## config.mk

```make
export PLATFORM = sky130hd
export DESIGN_NAME = ula_arbiter_flat
export DESIGN_NICKNAME = d
export VERILOG_FILES = /design/src/rtl/ula_arbiter_if.sv /design/src/rtl/ula_arbiter.sv /design/src/flat_wrapper.sv
export SDC_FILE = /design/constraint.sdc
export NUM_CORES = 1
export LEC_CHECK = 0
export BUFFER_PORTS_ARGS = -buffer_cell sky130_fd_sc_hd__buf_2
export CAP_MARGIN = 20
export CORE_AREA = 2 2 123 125
export CTS_BUF_LIST = sky130_fd_sc_hd__clkbuf_8 sky130_fd_sc_hd__clkbuf_16
export DETAILED_ROUTE_END_ITERATION = 7
export DIE_AREA = 0 0 125 127
export PLACE_DENSITY = 0.82
export SYNTH_ARGS = -nofsm -noshare
export SYNTH_HDL_FRONTEND = slang
export SYNTH_SLANG_ARGS = --single-unit
export TNS_END_PERCENT = 20
```

## constraint.sdc

```tcl
create_clock -name clk -period 1.8 [get_ports clk]
set_input_delay 0.18 -clock clk [delete_from_list [all_inputs] [get_ports clk]]
set_output_delay 0.18 -clock clk [all_outputs]
set_load 0.05 [all_outputs]
```

## src/rtl/ula_arbiter_if.sv

```systemverilog
// ============================================================================
// Module      : ula_arbiter_if
// Description : Bundles the two requester handshakes and the ULA-facing bus of
//               the ULA arbiter. The slave modport is the arbiter's view; the
//               master modport is the view of the requesters plus the ULA.
// Revision    : 1.0 - initial release
// ============================================================================
`default_nettype none

interface ula_arbiter_if #(
   parameter int WIDTH  = 32,
   parameter int CTRL_W = 4
);
   // Requester 0 (execute stage)
   logic              r0_valid;
   logic              r0_ready;
   logic [CTRL_W-1:0] r0_op;
   logic [WIDTH-1:0]  r0_a;
   logic [WIDTH-1:0]  r0_b;
   logic              r0_rsp_valid;
   logic              r0_rsp_ready;
   logic [WIDTH-1:0]  r0_result;
   logic              r0_zero;
   // Requester 1 (address/branch unit)
   logic              r1_valid;
   logic              r1_ready;
   logic [CTRL_W-1:0] r1_op;
   logic [WIDTH-1:0]  r1_a;
   logic [WIDTH-1:0]  r1_b;
   logic              r1_rsp_valid;
   logic              r1_rsp_ready;
   logic [WIDTH-1:0]  r1_result;
   logic              r1_zero;
   // Shared combinational ULA
   logic [CTRL_W-1:0] ula_ctrl;
   logic [WIDTH-1:0]  ula_a;
   logic [WIDTH-1:0]  ula_b;
   logic [WIDTH-1:0]  ula_result;
   logic              ula_zero;
   // Status
   logic              busy;

   modport slave (
      input  r0_valid, r0_op, r0_a, r0_b, r0_rsp_ready,
      output r0_ready, r0_rsp_valid, r0_result, r0_zero,
      input  r1_valid, r1_op, r1_a, r1_b, r1_rsp_ready,
      output r1_ready, r1_rsp_valid, r1_result, r1_zero,
      output ula_ctrl, ula_a, ula_b,
      input  ula_result, ula_zero,
      output busy
   );

   modport master (
      output r0_valid, r0_op, r0_a, r0_b, r0_rsp_ready,
      input  r0_ready, r0_rsp_valid, r0_result, r0_zero,
      output r1_valid, r1_op, r1_a, r1_b, r1_rsp_ready,
      input  r1_ready, r1_rsp_valid, r1_result, r1_zero,
      input  ula_ctrl, ula_a, ula_b,
      output ula_result, ula_zero,
      input  busy
   );
endinterface

`default_nettype wire

```

## src/rtl/ula_arbiter.sv

```systemverilog
// ============================================================================
// Module      : ula_arbiter
// Description : Round-robin arbiter sharing one combinational ULA between two
//               requesters. One operation in flight: IDLE -> EXEC -> RESP.
//               Operands are latched on accept and held on the ULA bus; the
//               ULA output is registered per requester at the end of EXEC.
// Revision    : 1.0 - initial release
// ============================================================================
`default_nettype none

module ula_arbiter #(
   parameter int WIDTH  = 32,
   parameter int CTRL_W = 4
) (
   input  wire logic    clk,
   input  wire logic    rst_n,
   ula_arbiter_if.slave bus
);

   typedef enum logic [1:0] {
      S_IDLE = 2'd0,
      S_EXEC = 2'd1,
      S_RESP = 2'd2
   } state_t;

   state_t            r_state;
   state_t            w_state_nxt;
   logic              r_owner;       // requester of the operation in flight
   logic              r_last_grant;  // requester served most recently
   logic [CTRL_W-1:0] r_op;
   logic [WIDTH-1:0]  r_a;
   logic [WIDTH-1:0]  r_b;
   logic [WIDTH-1:0]  r_res0;
   logic [WIDTH-1:0]  r_res1;
   logic              r_zero0;
   logic              r_zero1;

   logic              w_grant0;
   logic              w_grant1;
   logic              w_acc0;
   logic              w_acc1;
   logic              w_rsp_ack;

   // Arbitration, handshakes and next-state decode
   always_comb begin
      w_state_nxt      = r_state;
      w_grant0         = 1'b0;
      w_grant1         = 1'b0;
      w_rsp_ack        = 1'b0;
      bus.r0_ready     = 1'b0;
      bus.r1_ready     = 1'b0;
      bus.r0_rsp_valid = 1'b0;
      bus.r1_rsp_valid = 1'b0;

      // With both valid the requester not served last time wins
      w_grant0 = bus.r0_valid & (~bus.r1_valid |  r_last_grant);
      w_grant1 = bus.r1_valid & (~bus.r0_valid | ~r_last_grant);

      unique case (r_state)
         S_IDLE: begin
            // Gated by rst_n so nothing is offered while reset is asserted
            bus.r0_ready = rst_n & w_grant0;
            bus.r1_ready = rst_n & w_grant1;
            if (w_grant0 | w_grant1) begin
               w_state_nxt = S_EXEC;
            end
         end
         S_EXEC: begin
            w_state_nxt = S_RESP;
         end
         S_RESP: begin
            bus.r0_rsp_valid = ~r_owner;
            bus.r1_rsp_valid =  r_owner;
            w_rsp_ack        = r_owner ? bus.r1_rsp_ready : bus.r0_rsp_ready;
            if (w_rsp_ack) begin
               w_state_nxt = S_IDLE;
            end
         end
         default: begin
            w_state_nxt = S_IDLE;
         end
      endcase
   end

   assign w_acc0 = bus.r0_valid & bus.r0_ready;
   assign w_acc1 = bus.r1_valid & bus.r1_ready;

   // State register, operand latch, result capture and round-robin pointer
   always_ff @(posedge clk or negedge rst_n) begin
      if (!rst_n) begin
         r_state      <= S_IDLE;
         r_owner      <= 1'b0;
         r_last_grant <= 1'b1;
         r_op         <= '0;
         r_a          <= '0;
         r_b          <= '0;
         r_res0       <= '0;
         r_res1       <= '0;
         r_zero0      <= 1'b0;
         r_zero1      <= 1'b0;
      end else begin
         r_state <= w_state_nxt;
         if (r_state == S_IDLE && (w_acc0 || w_acc1)) begin
            r_owner <= w_acc1;
            r_op    <= w_acc1 ? bus.r1_op : bus.r0_op;
            r_a     <= w_acc1 ? bus.r1_a  : bus.r0_a;
            r_b     <= w_acc1 ? bus.r1_b  : bus.r0_b;
         end
         if (r_state == S_EXEC) begin
            if (r_owner) begin
               r_res1  <= bus.ula_result;
               r_zero1 <= bus.ula_zero;
            end else begin
               r_res0  <= bus.ula_result;
               r_zero0 <= bus.ula_zero;
            end
         end
         if (r_state == S_RESP && w_rsp_ack) begin
            r_last_grant <= r_owner;
         end
      end
   end

   assign bus.ula_ctrl  = r_op;
   assign bus.ula_a     = r_a;
   assign bus.ula_b     = r_b;
   assign bus.r0_result = r_res0;
   assign bus.r0_zero   = r_zero0;
   assign bus.r1_result = r_res1;
   assign bus.r1_zero   = r_zero1;
   assign bus.busy      = (r_state != S_IDLE);

endmodule

`default_nettype wire
```

## src/flat_wrapper.sv

```systemverilog
// flat-port wrapper written by rule: the top's interface ports become plain ports
module ula_arbiter_flat 
#(
   parameter int WIDTH  = 32,
   parameter int CTRL_W = 4
)
  (clk, rst_n, bus_r0_valid, bus_r0_op, bus_r0_a, bus_r0_b, bus_r0_rsp_ready, bus_r0_ready, bus_r0_rsp_valid, bus_r0_result, bus_r0_zero, bus_r1_valid, bus_r1_op, bus_r1_a, bus_r1_b, bus_r1_rsp_ready, bus_r1_ready, bus_r1_rsp_valid, bus_r1_result, bus_r1_zero, bus_ula_ctrl, bus_ula_a, bus_ula_b, bus_ula_result, bus_ula_zero, bus_busy);
  ula_arbiter_if #(.WIDTH(WIDTH), .CTRL_W(CTRL_W)) bus_i ();
  input  wire logic clk;
  input  wire logic rst_n;
  input wire logic [$bits(bus_i.r0_valid)-1:0] bus_r0_valid;
  input wire logic [$bits(bus_i.r0_op)-1:0] bus_r0_op;
  input wire logic [$bits(bus_i.r0_a)-1:0] bus_r0_a;
  input wire logic [$bits(bus_i.r0_b)-1:0] bus_r0_b;
  input wire logic [$bits(bus_i.r0_rsp_ready)-1:0] bus_r0_rsp_ready;
  output wire logic [$bits(bus_i.r0_ready)-1:0] bus_r0_ready;
  output wire logic [$bits(bus_i.r0_rsp_valid)-1:0] bus_r0_rsp_valid;
  output wire logic [$bits(bus_i.r0_result)-1:0] bus_r0_result;
  output wire logic [$bits(bus_i.r0_zero)-1:0] bus_r0_zero;
  input wire logic [$bits(bus_i.r1_valid)-1:0] bus_r1_valid;
  input wire logic [$bits(bus_i.r1_op)-1:0] bus_r1_op;
  input wire logic [$bits(bus_i.r1_a)-1:0] bus_r1_a;
  input wire logic [$bits(bus_i.r1_b)-1:0] bus_r1_b;
  input wire logic [$bits(bus_i.r1_rsp_ready)-1:0] bus_r1_rsp_ready;
  output wire logic [$bits(bus_i.r1_ready)-1:0] bus_r1_ready;
  output wire logic [$bits(bus_i.r1_rsp_valid)-1:0] bus_r1_rsp_valid;
  output wire logic [$bits(bus_i.r1_result)-1:0] bus_r1_result;
  output wire logic [$bits(bus_i.r1_zero)-1:0] bus_r1_zero;
  output wire logic [$bits(bus_i.ula_ctrl)-1:0] bus_ula_ctrl;
  output wire logic [$bits(bus_i.ula_a)-1:0] bus_ula_a;
  output wire logic [$bits(bus_i.ula_b)-1:0] bus_ula_b;
  input wire logic [$bits(bus_i.ula_result)-1:0] bus_ula_result;
  input wire logic [$bits(bus_i.ula_zero)-1:0] bus_ula_zero;
  output wire logic [$bits(bus_i.busy)-1:0] bus_busy;
  assign bus_i.r0_valid = bus_r0_valid;
  assign bus_i.r0_op = bus_r0_op;
  assign bus_i.r0_a = bus_r0_a;
  assign bus_i.r0_b = bus_r0_b;
  assign bus_i.r0_rsp_ready = bus_r0_rsp_ready;
  assign bus_r0_ready = bus_i.r0_ready;
  assign bus_r0_rsp_valid = bus_i.r0_rsp_valid;
  assign bus_r0_result = bus_i.r0_result;
  assign bus_r0_zero = bus_i.r0_zero;
  assign bus_i.r1_valid = bus_r1_valid;
  assign bus_i.r1_op = bus_r1_op;
  assign bus_i.r1_a = bus_r1_a;
  assign bus_i.r1_b = bus_r1_b;
  assign bus_i.r1_rsp_ready = bus_r1_rsp_ready;
  assign bus_r1_ready = bus_i.r1_ready;
  assign bus_r1_rsp_valid = bus_i.r1_rsp_valid;
  assign bus_r1_result = bus_i.r1_result;
  assign bus_r1_zero = bus_i.r1_zero;
  assign bus_ula_ctrl = bus_i.ula_ctrl;
  assign bus_ula_a = bus_i.ula_a;
  assign bus_ula_b = bus_i.ula_b;
  assign bus_i.ula_result = bus_ula_result;
  assign bus_i.ula_zero = bus_ula_zero;
  assign bus_busy = bus_i.busy;
  ula_arbiter #(.WIDTH(WIDTH), .CTRL_W(CTRL_W)) u_core (.clk(clk), .rst_n(rst_n), .bus(bus_i));
endmodule
```

After elaboration in Yosys (flattened, before gate mapping)
Index checks and enable logic that the tools add are counted.
- add/sub/neg operators: 0
- $mul: 0
- div/mod/pow operators: 0
- $lt $le $gt $ge: 0
- eq/ne operators: 4
- shift operators: 0
- mux-type cells: 12
- bitwise operators: 13
- reductions and logical operators: 8
- operators with widths (kind ; count):
    2-to-1 mux 32 bit ; 2
    bitwise AND 1 bit ; 6
    2-to-1 mux 1 bit ; 6
    case mux 2 bit (3 select lines) ; 1
    AND reduction 2 bit ; 3
    2-to-1 mux 2 bit ; 2
    2-to-1 mux 4 bit ; 1
    inequality test 2 x 1 -> 1 bit, second input constant ; 2
    inverter 1 bit ; 4
    bitwise OR 1 bit ; 3
    == test 2 x 1 -> 1 bit, second input constant ; 1
    == test 2 bit, second input constant ; 1
    logical AND 1 bit ; 2
    zero test 2 bit ; 1
    nonzero test 2 bit ; 1
    logical OR 1 bit ; 1
- flip-flop bits (word level): 138
- bits in latches: 0
- bits in writable memories: 0
- memory bits (read-only): 0
- output and inout bits: 139
- logic and storage cells: 47
- memories: 0

Logic depth before layout (Yosys ltp)
- depth in word-level cells: 8
- depth in mapped cells: 6
- depth with buffers taken out: 4

Worst setup path before layout
No wires, ideal clock.
- path kind: register to output
- start point: register u_core.r_state[1]
- end point: output bus_r1_ready
- arrival: 1.531 ns
- data required time: 1.620 ns
- setup slack: 0.089 ns
- cell stages (with the launch flop): 4
- path buffers: 1
- cell sequence: dfrtp_1 > nand4bb_1 > clkbuf_1 > nor2_1
- cells in the longest elaborated chain, start to end: 2
- RTL lines (item ; RTL line ; text):
    from (decl) ; ula_arbiter.sv:26 ; state_t r_state;
    from (signal assigned) ; ula_arbiter.sv:102 ; r_state <= w_state_nxt;
    zero test 2 bit ; ula_arbiter.sv:59 ; unique case (r_state)
    2-to-1 mux 1 bit ; ula_arbiter.sv:59 ;
    to (decl) ; flat_wrapper.sv:25 ; output wire logic [$bits(bus_i.r1_ready)-1:0] bus_r1_ready;
Every way passes these cells.

Worst setup path in the final report
- start point: register u_core.r_last_grant
- end point: output bus_r1_ready
- cells in the longest elaborated chain, start to end: 5
- RTL lines (item ; RTL line ; text):
    from (decl) ; ula_arbiter.sv:29 ; logic r_last_grant;
    from (signal assigned) ; ula_arbiter.sv:119 ; r_last_grant <= r_owner;
    inverter 1 bit ; ula_arbiter.sv:57 ; w_grant1 = bus.r1_valid & (~bus.r0_valid | ~r_last_grant);
    bitwise OR 1 bit ; ula_arbiter.sv:57 ;
    bitwise AND 1 bit ; ula_arbiter.sv:57 ;
    bitwise AND 1 bit ; ula_arbiter.sv:63 ; bus.r1_ready = rst_n & w_grant1;
    2-to-1 mux 1 bit ; ula_arbiter.sv:59 ;
Every way passes these cells.

==> impl_metrics.tcl <==
set metrics [dict create \
    finalNetCount 913 \
    ys_top_cells_by_count "dfrtp_1 (137), or3_1 (68), o221a_2 (66), mux2_2 (37), mux2_1 (30)" \
    holdWs_ns 0.0276 \
    wl_um 17300 \
    core_mm2 0.0144 \
    avgSynthCellArea_um2 14.3 \
    startpoint_type "flop" \
    cts_tree "built" \
    placed_cell_area_mm2 0.00754 \
    synthTopCellsByArea "dfrtp_1 (60%), o221a_2 (13%), or3_1 (7.4%), mux2_2 (7.3%), mux2_1 (5.9%)" \
    ys_ff_latch 138 \
    p_sw_mw 9.86 \
    drive_above_1_share_pct 63.0 \
    clockPowerShare_pct 18.3 \
    tns_ns 0 \
    clk_latency_ns 0.41 \
    tightestPinTransition_ns 0.619 \
    rsz0062_at_grt "false" \
    io_buffers 313 \
    cp_data_arrival_time_ns 1.55 \
    die-area_mm2 0.0159 \
    finalWeightedCongestion 0.745 \
    end_kind "output pin" \
    grt_pass1_vias 4998 \
    ios 314 \
    setup_viol 0 \
    skew_ns 0.00685 \
    dp_hpwl_um 11300 \
    areaGrowthSynthToFinish_pct 49.6 \
    fin_area_mm2 0.00857 \
    die_w_um 125 \
    crit_fanout 18 \
    synth.largest_area_cell "dfrtp_1" \
    yosysMostFrequentCell "dfrtp_1" \
    comb_power_share_pct 53.8 \
    clockRootBuffer "clkbuf_16" \
    period_share_pct 96.0 \
    cp-endpoint "bus_r1_ready" \
    synth_cells 400 \
    synth_area_mm2 0.00573 \
    regToRegEndpoint "u_core.bus.ula_b[4]$_DFFE_PN0P_" \
    ys_seq_area_share_pct 60.3 \
    syn_nets 575 \
    layout.cells.non_filler 935 \
    drt_pass1_iterations 5 \
    synth_cell_types 26 \
    reg2reg_depth 5 \
    overflow 0 \
    synthFlopType "dfrtp_1" \
    reg2reg_slack_ns 0.12 \
    drtIter0Drc 205 \
    die_y_um 127 \
    detail-route-antenna-nets 0 \
    drv_slew 0 \
    wl_per_cell_um 18.5 \
    remaining_drc_errors 0 \
    status "finished, final reports clean" \
    totalPowerFinal_mw 20.0 \
    startpoint "u_core.r_last_grant$_DFFE_PN1P_" \
    power_frac_seq_pct 27.9 \
    worstSetupPathType "flop to output pin" \
    synth_top_cell_area_share_pct 59.8 \
    numCtsBuffers 17 \
    ir_worst_vdd_uv 1080 \
    p_leak_nw 3.95 \
    yosys_warnings 0 \
    cp_cell_sequence "and2_4 -> buf_12 -> nor2_2 -> buf_6" \
    p_int_mw 10.2 \
    vias 4812 \
    synth_edf_count 0 \
    routed_via_density 5.15 \
    async_reset_ff_share_pct 100 \
    antenna_found_initial 0 \
    pwr_density_cell_mw_per_mm2 2340 \
    crit_required_ns 1.62 \
    cts-htree-levels 4 \
    placementRows 44 \
    clock-sinks 138 \
    timing.rr.start "u_core.r_state[0]$_DFFE_PN0P_" \
    swShare_pct 49.2 \
    clkSlewWorstSetupHoldPaths_ns 0.06 \
    final-hold-violation-count 0 \
    min_period_ns 1.73 \
    grt_pass1_wl_um 26500 \
    crit_slowest_cell "dfstp_2" \
    grt_max_degree 117 \
    start_util_pct 39.7 \
    placedCellCount 872 \
    maxCapViolations 0 \
    clock_path_buffers 2 \
    hold_path.class "primary input to flop" \
    slowest_delay_ns 0.57 \
    num_antenna_cells 0 \
    max_freq_mhz 579 \
    grt_usage_pct 21.3 \
    relSlewSlack_pct 58.7 \
]
placed cells by master, fill, tap and decap left out, types with 3 or more instances in the layout:
master / instances
buf_2: 310
dfrtp_1: 135
or3_1: 68
o221a_2: 66
mux2_2: 37
mux2_1: 30
dlygate4sd3_1: 26
clkbuf_16: 18
buf_12: 8
buf_4: 5
inv_1: 4
nor2_1: 4
bufinv_16: 4
clkinv_4: 3
clkinv_2: 3
how the worst min path moves through the flow:
stage	startpoint	end	slack, ns	cells after the start
floorplan	rst_n	u_core.bus.r0_result[0]$_DFFE_PN0P_	-0.12	0
global placement	rst_n	u_core.r_state[0]$_DFFE_PN0P_	-0.01	1
detailed placement	rst_n	u_core.r_state[0]$_DFFE_PN0P_	-0.02	1
CTS	bus_ula_result[1]	u_core.bus.r1_result[1]$_DFFE_PN0P_	0.0001	2
global route	bus_ula_result[24]	u_core.bus.r1_result[24]$_DFFE_PN0P_	0.01	2
finish	bus_r0_rsp_ready	u_core.r_last_grant$_DFFE_PN1P_	0.03	3
stage by stage:
step                util, %  setup WS [ns]
CTS                    58.9        -0.0669
floorplan                 -         0.0890
global route           59.4         0.0108
detailed placement     52.3          0.194
global placement       52.3          0.249
finish                 59.4         0.0721
layer usage:
metal | GRT usage [%] | up-vias | share of wire [%]
met5 | 0 | - | 0
met4 | 6.99 | 0 | 1.5
met2 | 37.6 | 226 | 51
met3 | 6.20 | 22 | 6.6
met1 | 25.2 | 2343 | 41
li1 | - | 2221 | -
power groups by stage:
stage / Combinational, mW / Sequential [mW] / Clock [mW]
4_1_cts: 10.7 / 5.54 / 3.74
6_report: 10.8 / 5.59 / 3.66
3_3_place_gp: 10.4 / 5.52 / 0
2_1_floorplan: 2.67 / 10.7 / 0
5_1_grt: 11.2 / 5.75 / 3.90
3_5_place_dp: 10.6 / 5.54 / 0
logic make-up after synthesis:
kind of cell | Yosys count | share of synthesized area (%)
simple gates | 83 | 8.91
compound gates | 73 | 14.0
mux | 67 | 13.2
flops | 138 | 60.3
buf+inv | 39 | 3.69
worst max-delay path, delay by kind of cell (launching register included):
kind	cells	cell delay, ns
and+or+nand+nor	2	0.25
DFF	1	0.57
buffers and inverters	2	0.31
registers in the layout (all words and copies together) (netlist names):
| signal | flops |
|---|---|
| u_core.bus.r0_result | 32 |
| u_core.bus.r1_result | 32 |
| u_core.bus.ula_a | 32 |
| u_core.bus.ula_b | 32 |
| u_core.bus.ula_ctrl | 4 |
| u_core.r_state | 2 |
| u_core.bus.r0_zero | 1 |
| u_core.bus.r1_zero | 1 |
| u_core.r_last_grant | 1 |
| u_core.r_owner | 1 |
timing repair:
| action | 4_1_cts | 5_1_grt |
|---|---|---|
| endpoints found under the hold margin | 177 | 0 |
| gates resized for setup | 3 | 11 |
| pin swaps | 0 | 1 |
| buffers inserted | 0 | 2 |
| setup endpoints to repair | 2 | 2 |
| cloned | 2 | 1 |
| hold buffers | 26 | 0 |
layout make-up:
| type | count | area, um^2 |
|---|---|---|
| repair buffers | 354 | 2120 |
| multi-input cells | 223 | 2130 |
| clock inverters | 15 | 198 |
| flip-flops and latches | 138 | 3460 |
| inverters | 4 | 15.0 |
| well taps | 184 | 230 |
| clock buffers | 17 | 425 |
| fillers | 1171 | 5850 |
Note: power is estimated with default switching activity, not from simulation.
